## src/rtl/rv_mem_bridge.sv

```systemverilog
// Memory bridge between the multicycle core and a variable-latency memory.
// Turns the core's level-held read/write strobes into a registered req/ack
// handshake, stalls the core until completion, and keeps a sticky error code
// for timeouts, misaligned addresses and conflicting read+write strobes.

module rv_mem_bridge #(
    parameter int unsigned AW      = 32,
    parameter int unsigned TIMEOUT = 16
) (
    input  logic          clk,
    input  logic          rst,
    input  logic          core_rd,
    input  logic          core_wr,
    input  logic [AW-1:0] core_addr,
    input  logic [31:0]   core_wdata,
    output logic [31:0]   core_rdata,
    output logic          core_stall,
    output logic          mem_req,
    output logic          mem_we,
    output logic [AW-1:0] mem_addr,
    output logic [31:0]   mem_wdata,
    input  logic          mem_ack,
    input  logic [31:0]   mem_rdata,
    output logic [1:0]    err_code,
    input  logic          err_clr
);

    // A zero TIMEOUT disables the watchdog; keep a 1-bit timer so widths stay legal.
    localparam bit          TimeoutEn = (TIMEOUT != 0);
    localparam int unsigned TW        = TimeoutEn ? $clog2(TIMEOUT + 1) : 1;

    localparam logic [TW-1:0] TimerLimit = TW'(TIMEOUT);
    localparam logic [TW-1:0] TimerLast  = TimeoutEn ? TW'(TIMEOUT - 1) : '0;

    localparam logic [1:0] ErrNone     = 2'b00;
    localparam logic [1:0] ErrTimeout  = 2'b01;
    localparam logic [1:0] ErrMisalign = 2'b10;
    localparam logic [1:0] ErrConflict = 2'b11;

    typedef enum logic [1:0] {
        StIdle = 2'b00,
        StBusy = 2'b01,
        StDone = 2'b10
    } state_e;

    state_e          state_q, state_d;
    logic            req_d;
    logic            we_d;
    logic [AW-1:0]   addr_d;
    logic [31:0]     wdata_d;
    logic [31:0]     rdata_d;
    logic [TW-1:0]   timer_q, timer_d;
    logic [1:0]      err_d;
    logic            err_event;
    logic [1:0]      err_val;

    // The core is frozen while it asks for memory, except in the one DONE cycle.
    assign core_stall = (core_rd | core_wr) & (state_q != StDone);

    // Next-state and datapath-register decode; all values hold by default.
    always_comb begin
        state_d   = state_q;
        req_d     = mem_req;
        we_d      = mem_we;
        addr_d    = mem_addr;
        wdata_d   = mem_wdata;
        rdata_d   = core_rdata;
        timer_d   = timer_q;
        err_event = 1'b0;
        err_val   = ErrNone;

        unique case (state_q)
            StIdle: begin
                if (core_rd | core_wr) begin
                    addr_d  = core_addr;
                    wdata_d = core_wdata;
                    we_d    = core_wr;
                    if (core_addr[1:0] != 2'b00) begin
                        // Misaligned: never touch memory, just release the core.
                        state_d   = StDone;
                        err_event = 1'b1;
                        err_val   = ErrMisalign;
                    end else begin
                        req_d   = 1'b1;
                        timer_d = '0;
                        state_d = StBusy;
                        // Conflicting strobes proceed as a write (mem_we follows core_wr).
                        if (core_rd & core_wr) begin
                            err_event = 1'b1;
                            err_val   = ErrConflict;
                        end
                    end
                end
            end

            StBusy: begin
                if (mem_ack) begin
                    // Ack has priority over a simultaneous timeout.
                    req_d   = 1'b0;
                    state_d = StDone;
                    if (!mem_we) begin
                        rdata_d = mem_rdata;
                    end
                end else if (TimeoutEn && (timer_q == TimerLast)) begin
                    req_d     = 1'b0;
                    rdata_d   = '0;
                    state_d   = StDone;
                    err_event = 1'b1;
                    err_val   = ErrTimeout;
                end else if (timer_q != TimerLimit) begin
                    // Saturating: the timer never wraps.
                    timer_d = timer_q + TW'(1);
                end
            end

            StDone: begin
                state_d = StIdle;
            end

            default: begin
                state_d = StIdle;
                req_d   = 1'b0;
            end
        endcase
    end

    // Sticky error: first error wins, clear is overridden by a same-cycle event.
    always_comb begin
        err_d = err_code;
        if (err_event && ((err_code == ErrNone) || err_clr)) begin
            err_d = err_val;
        end else if (err_clr) begin
            err_d = ErrNone;
        end
    end

    // State and registered outputs; reset aborts any transaction immediately.
    always_ff @(posedge clk or negedge rst) begin
        if (!rst) begin
            state_q    <= StIdle;
            mem_req    <= 1'b0;
            mem_we     <= 1'b0;
            mem_addr   <= '0;
            mem_wdata  <= '0;
            core_rdata <= '0;
            timer_q    <= '0;
            err_code   <= ErrNone;
        end else begin
            state_q    <= state_d;
            mem_req    <= req_d;
            mem_we     <= we_d;
            mem_addr   <= addr_d;
            mem_wdata  <= wdata_d;
            core_rdata <= rdata_d;
            timer_q    <= timer_d;
            err_code   <= err_d;
        end
    end

endmodule

```

## config.mk

```make
export PLATFORM = sky130hd
export DESIGN_NAME = rv_mem_bridge
export DESIGN_NICKNAME = d
export VERILOG_FILES = /design/src/rtl/rv_mem_bridge.sv
export SDC_FILE = /design/constraint.sdc
export NUM_CORES = 1
export LEC_CHECK = 0
export CAP_MARGIN = 10
export CORE_MARGIN = 5
export CORE_UTILIZATION = 45
export CTS_CLUSTER_SIZE = 25
export DETAILED_ROUTE_END_ITERATION = 7
export PLACE_DENSITY = 0.85
export SLEW_MARGIN = 5
export SYNTH_ARGS = -nofsm -noshare
export SYNTH_HDL_FRONTEND = slang
export SYNTH_SLANG_ARGS = --single-unit
```

## constraint.sdc

```tcl
create_clock -name clk -period 6.5 [get_ports clk]
set_input_delay 1.625 -clock clk [delete_from_list [all_inputs] [get_ports clk]]
set_output_delay 1.625 -clock clk [all_outputs]
set_load 0.01 [all_outputs]
```

==> flow_metrics.env, run 1 <==
export IMPL_synth_edf_count=0
export IMPL_syn_area_um2=4430
export IMPL_io_buffers=202
export IMPL_root_buffer="clkbuf_8"
export IMPL_yosys_warnings=0
export IMPL_drive_above_1_share=0.127
export IMPL_gp_congestion=0.816
export IMPL_num_rows=36
export IMPL_period_share=0.749
export IMPL_wl_mm=11.4
export IMPL_clock_sinks=107
export IMPL_antenna_found_initial=0
export IMPL_ys_seq_elements=107
export IMPL_peakVddDrop_v=0.000213
export IMPL_area_growth_pct=52.2
export IMPL_holdCritPathClass="register to register"
export IMPL_place_ws_ns=1.69
export IMPL_synth_area_per_cell_um2=13.0
export IMPL_grt_overflow_total=0
export IMPL_seq_area_frac_synth=0.605
export IMPL_num_vias=3286
export IMPL_ios=203
export IMPL_powerDensity_nw_per_um2=365
export IMPL_async_reset_ff_frac=1.00
export IMPL_min_period_ns=4.87
export IMPL_fin_area_um2=6730
export IMPL_fin_nets=643
export IMPL_core_um2=9680
export IMPL_cts_hold_buffers=0
export IMPL_worstPathRequired_ns=4.88
export IMPL_hold_viol=0
export IMPL_fin_worst_skew_ns=0.0131
export IMPL_path_cells="clkdlybuf4s50_1 -> nor2_1 -> a21oi_1 -> clkdlybuf4s50_1"
export IMPL_fin_ws_ns=1.63
export IMPL_cp_max_fo=8
export IMPL_cts_buffers=9
export IMPL_cts_tree="built"
export IMPL_drt_pass1_iterations=4
export IMPL_tns_ns=0
export IMPL_via_per_inst=4.86
export IMPL_critPathKind="input port to primary output"
export IMPL_post_route_drc_count=0
export IMPL_finalSetupViolations=0
export IMPL_post_route_util=0.695
export IMPL_clock_path_buffers=2
export IMPL_critPathTopFamily="buffers and inverters"
export IMPL_clk_pin_slew_worst_paths_ns=0.09
export IMPL_post_cts_resized=0
export IMPL_power_leakage_uw=0.00305
export IMPL_place_area_um2=6550
export IMPL_grt_max_degree=55
export IMPL_cp_end_kind="primary output"
export IMPL_die_w_um=109
export IMPL_routedWlPerCell_um=16.8
export IMPL_worstMarginPinSlew_ns=0.826
export IMPL_drtIter0Drc=146
export IMPL_grt_pass1_wl_mm=18.1
export IMPL_critPathArrivalTime_ns=3.25
export IMPL_die_h_um=109
export IMPL_fmax_ghz=0.205
export IMPL_outcome="finished, final reports clean"
export IMPL_max_cap_violations=0
export IMPL_clk_latency_ns=0.37
export IMPL_start_kind="input port"
export IMPL_crit_buf_inv=2
export IMPL_drtAntennaViolNets=0
export IMPL_slew_headroom=0.448
export IMPL_critPathSlowestCell="clkdlybuf4s50_1"
export IMPL_slowest_delay_ns=0.54
export IMPL_initial_utilization=0.457
export IMPL_syn_inst=340
export IMPL_gr_usage_all_layers=0.198
export IMPL_syn_num_nets=445
export IMPL_place_hpwl_mm=8.74
export IMPL_cpMostUsedCell="clkdlybuf4s50_1"
export IMPL_cts_setup_buffers=0
export IMPL_num_antenna_cells=0
export IMPL_maxSlewViolCount=0
export IMPL_h_tree_depth=3
export IMPL_synth_main_ff_cell="dfrtp_1"
export IMPL_ys_types=36
export IMPL_rsz0062_at_grt="false"
export IMPL_timing_hold_ws_ns=0.492
export IMPL_dieArea_um2=11900
export IMPL_first_global_vias=3643
==> cells by family (layout without fill, tap and decap cells) <==
| family | count (synthesis) | after routing | share of synthesized area |
|---|---|---|---|
| multiplexers | 97 | 97 | 0.237 |
| AO/OA/AOI/OAI | 22 | 22 | 0.0382 |
| AND/OR/NAND/NOR | 53 | 53 | 0.0565 |
| buffers and inverters | 57 | 260 | 0.0520 |
| flip-flops | 107 | 107 | 0.605 |
| adder cells (fa/ha/maj) | 4 | 4 | 0.0107 |
==> routing by layer <==
layer | wire (µm) | vias to the layer above | GRT usage
met5 | 0 | - | 0
met4 | 269 | 0 | 0.0801
met3 | 864 | 20 | 0.0645
met2 | 6130 | 127 | 0.346
met1 | 4100 | 1602 | 0.222
li1 | - | 1537 | -
==> synthesized netlist by cell type, drive strengths merged (3+ instances only) <==
cell	number	area, µm²
mux2i	33	330
clkbuf	6	22.5
inv	38	143
nor2	6	30.0
buf	13	65.1
mux2	64	721
dfrtp	107	2680
nand2	35	131
o31ai	4	30.0
a21oi	3	15.0
ha	3	37.5
==> path summary, 6_finish.rpt <==
check / cells after the start / from / to / slack (ns)
max: 4 / core_wr / core_stall / 1.63
min reg2reg: 1 / mem_wdata[8] / mem_wdata[8] / 0.49
min: 1 / mem_wdata[8] / mem_wdata[8] / 0.49
max in group asynchronous: 2 / rst / mem_wdata[12] / 4.07
max reg2reg: 4 / state_q[0] / mem_wdata[9] / 3.91
min in group asynchronous: 1 / rst / core_rdata[23] / 1.28
==> layout make-up <==
type,instances,area (µm²)
clock buffer,12,155
clock inverter,4,25.0
fill,707,2950
inverter,38,143
multi-input combinational,176,1520
sequential,107,2680
tap,133,166
timing repair buffer,206,2050
==> per-stage QoR <==
stage	instances	total power (µW)
3_3_place_gp	660	2070
4_1_cts	676	2500
5_1_grt	676	2620
3_5_place_dp	660	2110
6_report	676	2460
2_1_floorplan	340	1450
==> power by group <==
| part | total (µW) | internal [µW] | switching (µW) |
|---|---|---|---|
| logic | 1040 | 631 | 412 |
| clock network | 378 | 159 | 218 |
| registers | 1040 | 905 | 134 |
==> registers in the layout (all words and copies together), names as in the netlist <==
name        cells
mem_addr       32
mem_we          1
mem_wdata      32
core_rdata     32
state_q         2
err_code        2
timer_q         5
mem_req         1
==> cells in the final DEF (no fill, tap or decap), drive strengths merged, types with 2 or more instances in the layout <==
cell type	netlist	layout
buf	13	5
mux2i	33	33
ha	3	3
a21oi	3	3
o31ai	4	4
or2	2	2
inv	38	38
clkinvlp	0	2
o31a	2	2
mux2	64	64
o21ai	2	2
nor2	6	6
dfrtp	107	107
nand2	35	35
clkbuf	6	12
clkdlybuf4s50	0	201
nor4bb	2	2
a211oi	2	2
o221ai	2	2
clkinv	0	2
(Power assumes the default switching activity.)
==> run 2, diff against run 1 <==
--- a/config.mk
+++ b/config.mk
@@ -7,10 +7,10 @@
 export LEC_CHECK = 0
 export CAP_MARGIN = 10
 export CORE_MARGIN = 5
-export CORE_UTILIZATION = 45
+export CORE_UTILIZATION = 41
 export CTS_CLUSTER_SIZE = 25
 export DETAILED_ROUTE_END_ITERATION = 7
-export PLACE_DENSITY = 0.85
+export PLACE_DENSITY = 0.79
 export SLEW_MARGIN = 5
 export SYNTH_ARGS = -nofsm -noshare
 export SYNTH_HDL_FRONTEND = slang
==> constraint.sdc (replaced) <==
create_clock -name clk -period 4.75 [get_ports clk]
set_input_delay 1.1875 -clock clk [delete_from_list [all_inputs] [get_ports clk]]
set_output_delay 1.1875 -clock clk [all_outputs]
set_load 0.01 [all_outputs]
==> run 2 against run 1 <==
  * Critical path depth did not move
  * Largest cell class unchanged
  * Clock skew rose by 0.0011 ns
  * Core utilization fell by 5.7 points
  * Non-clock buffer count unchanged
  * Sequential share of layout area is 0.54 points lower
  * Die area grew 8.8%
  * Combinational power grew 38%
  * Sequential cell count stayed put
  * Final cell count rose by 1.0%
==> flow_metrics.env, run 2 (synthesis gave the netlist of run 1 again) <==
export IMPL_outcome="finished, final reports clean"
export IMPL_worstPathRequired_ns=3.56
export IMPL_critPathSlowestCell="clkdlybuf4s50_1"
export IMPL_io_buffers=202
export IMPL_hold_viol=0
export IMPL_tns_ns=0
export IMPL_ios=203
export IMPL_critPathKind="input port to primary output"
export IMPL_place_hpwl_mm=8.44
export IMPL_path_cells="clkdlybuf4s50_1 -> nor2_1 -> a21oi_1 -> clkdlybuf4s50_1"
export IMPL_antenna_found_initial=0
export IMPL_maxSlewViolCount=0
export IMPL_cp_max_fo=8
export IMPL_grt_busiest_layer="met2"
export IMPL_final_cell_mix="clkdlybuf4s50_1 (201), dfrtp_1 (107), mux2_2 (45)"
export IMPL_num_rows=38
export IMPL_powerDensity_nw_per_um2=516
export IMPL_dieArea_um2=13000
export IMPL_gp_congestion=0.802
export IMPL_via_per_inst=4.83
export IMPL_grt_pass1_wl_mm=17.7
export IMPL_post_cts_resized=0
export IMPL_drtAntennaViolNets=0
export IMPL_clock_sinks=107
export IMPL_met1_usage=0.203
export IMPL_drive_above_1_share=0.131
export IMPL_max_cap_violations=0
export IMPL_slew_headroom=0.396
export IMPL_fmax_ghz=0.252
export IMPL_min_period_ns=3.96
export IMPL_use_met3=0.0568
export IMPL_fin_worst_skew_ns=0.0143
export IMPL_critPathArrivalTime_ns=2.78
export IMPL_layout_commonest_cell="clkdlybuf4s50_1"
export IMPL_met2_usage=0.293
export IMPL_cts_buffers=9
export IMPL_h_tree_depth=3
export IMPL_routedWlPerCell_um=16.4
export IMPL_cpMostUsedCell="clkdlybuf4s50_1"
export IMPL_root_buffer="clkbuf_8"
export IMPL_peakVddDrop_v=0.000275
export IMPL_cts_setup_buffers=0
export IMPL_die_h_um=114
export IMPL_gr_usage_all_layers=0.173
export IMPL_power_leakage_uw=0.00309
export IMPL_finalSetupViolations=0
export IMPL_slowest_delay_ns=0.51
export IMPL_drtIter0Drc=71
export IMPL_holdCritPathClass="register to register"
export IMPL_worstMarginPinSlew_ns=0.906
export IMPL_biggestRegsByFlops="core_rdata: 32 flops, mem_addr: 32 flops, mem_wdata: 32 flops"
export IMPL_cts_hold_buffers=0
export IMPL_cts_tree="built"
export IMPL_cp_end_kind="primary output"
export IMPL_post_route_util=0.638
export IMPL_wl_mm=11.2
export IMPL_die_w_um=114
export IMPL_num_antenna_cells=0
export IMPL_start_kind="input port"
export IMPL_num_vias=3296
export IMPL_drt_pass1_iterations=4
export IMPL_rsz0062_at_grt="false"
export IMPL_post_route_drc_count=0
export IMPL_initial_utilization=0.414
export IMPL_area_growth_pct=54.3
export IMPL_core_um2=10700
export IMPL_grt_max_degree=69
export IMPL_grt_overflow_total=0
export IMPL_clock_path_buffers=2
export IMPL_first_global_vias=3503
export IMPL_fin_nets=643
export IMPL_clk_latency_ns=0.37
export IMPL_clk_pin_slew_worst_paths_ns=0.09
export IMPL_period_share=0.835
run 2: cell count changes in the layout (fill, tap and decap cells not counted), sizes merged:
cell      delta
bufinv       +3
clkinvlp     -2
clkbuf       -2
clkinv       +1
run 2: final cells by class:
cell class / count / area [µm²]
sequential: 107 / 2680
inverter: 38 / 143
clock inverter: 6 / 113
fill: 827 / 3870
clock buffer: 10 / 138
multi-input combinational: 176 / 1520
tap: 140 / 175
timing repair buffer: 206 / 2060
run 2: through the flow:
step / setup WS, ns / instances / instance area (µm²) / hold WS (ns) / power, µW
after global routing: 0.699 / 683 / 6830 / 0.510 / 3730
after detailed placement: 0.810 / 667 / 6580 / 0.471 / 2890
after CTS: 0.784 / 683 / 6830 / 0.497 / 3570
after global placement: 0.826 / 667 / 6580 / 0.465 / 2840
after floorplan: 1.87 / 340 / 4430 / 0.485 / 1990
final: 0.785 / 683 / 6830 / 0.491 / 3520
run 2: final timing paths:
path / from / endpoint / slack (ns) / depth (start not counted)
setup / recovery: core_rd / core_stall / 0.79 / 4
hold / removal: mem_wdata[27] / mem_wdata[27] / 0.49 / 1
max in group asynchronous: rst / mem_addr[24] / 2.95 / 2
min in group asynchronous: rst / mem_wdata[1] / 0.92 / 1
setup reg to reg: timer_q[1] / timer_q[4] / 2.22 / 6
hold reg to reg: mem_wdata[27] / mem_wdata[27] / 0.49 / 1
run 2: power breakdown:
group / switching [µW] / internal, µW
registers: 178 / 1240
clock network: 307 / 366
logic: 561 / 870
run 2: metal layers:
metal  vias up  routed length (µm)  part of all wire
li1       1539                   -                 -
met1      1613                4330              0.39
met2       126                5600              0.50
met3        18                1010             0.090
met4         0                 252             0.023
met5         -                   0                 0
run 2: worst max-delay path, delay by kind of cell:
| family | cells | cell delay [ns] |
|---|---|---|
| AND/OR/NAND/NOR | 1 | 0.50 |
| AO/OA/AOI/OAI | 1 | 0.09 |
| buffers and inverters | 2 | 1.00 |
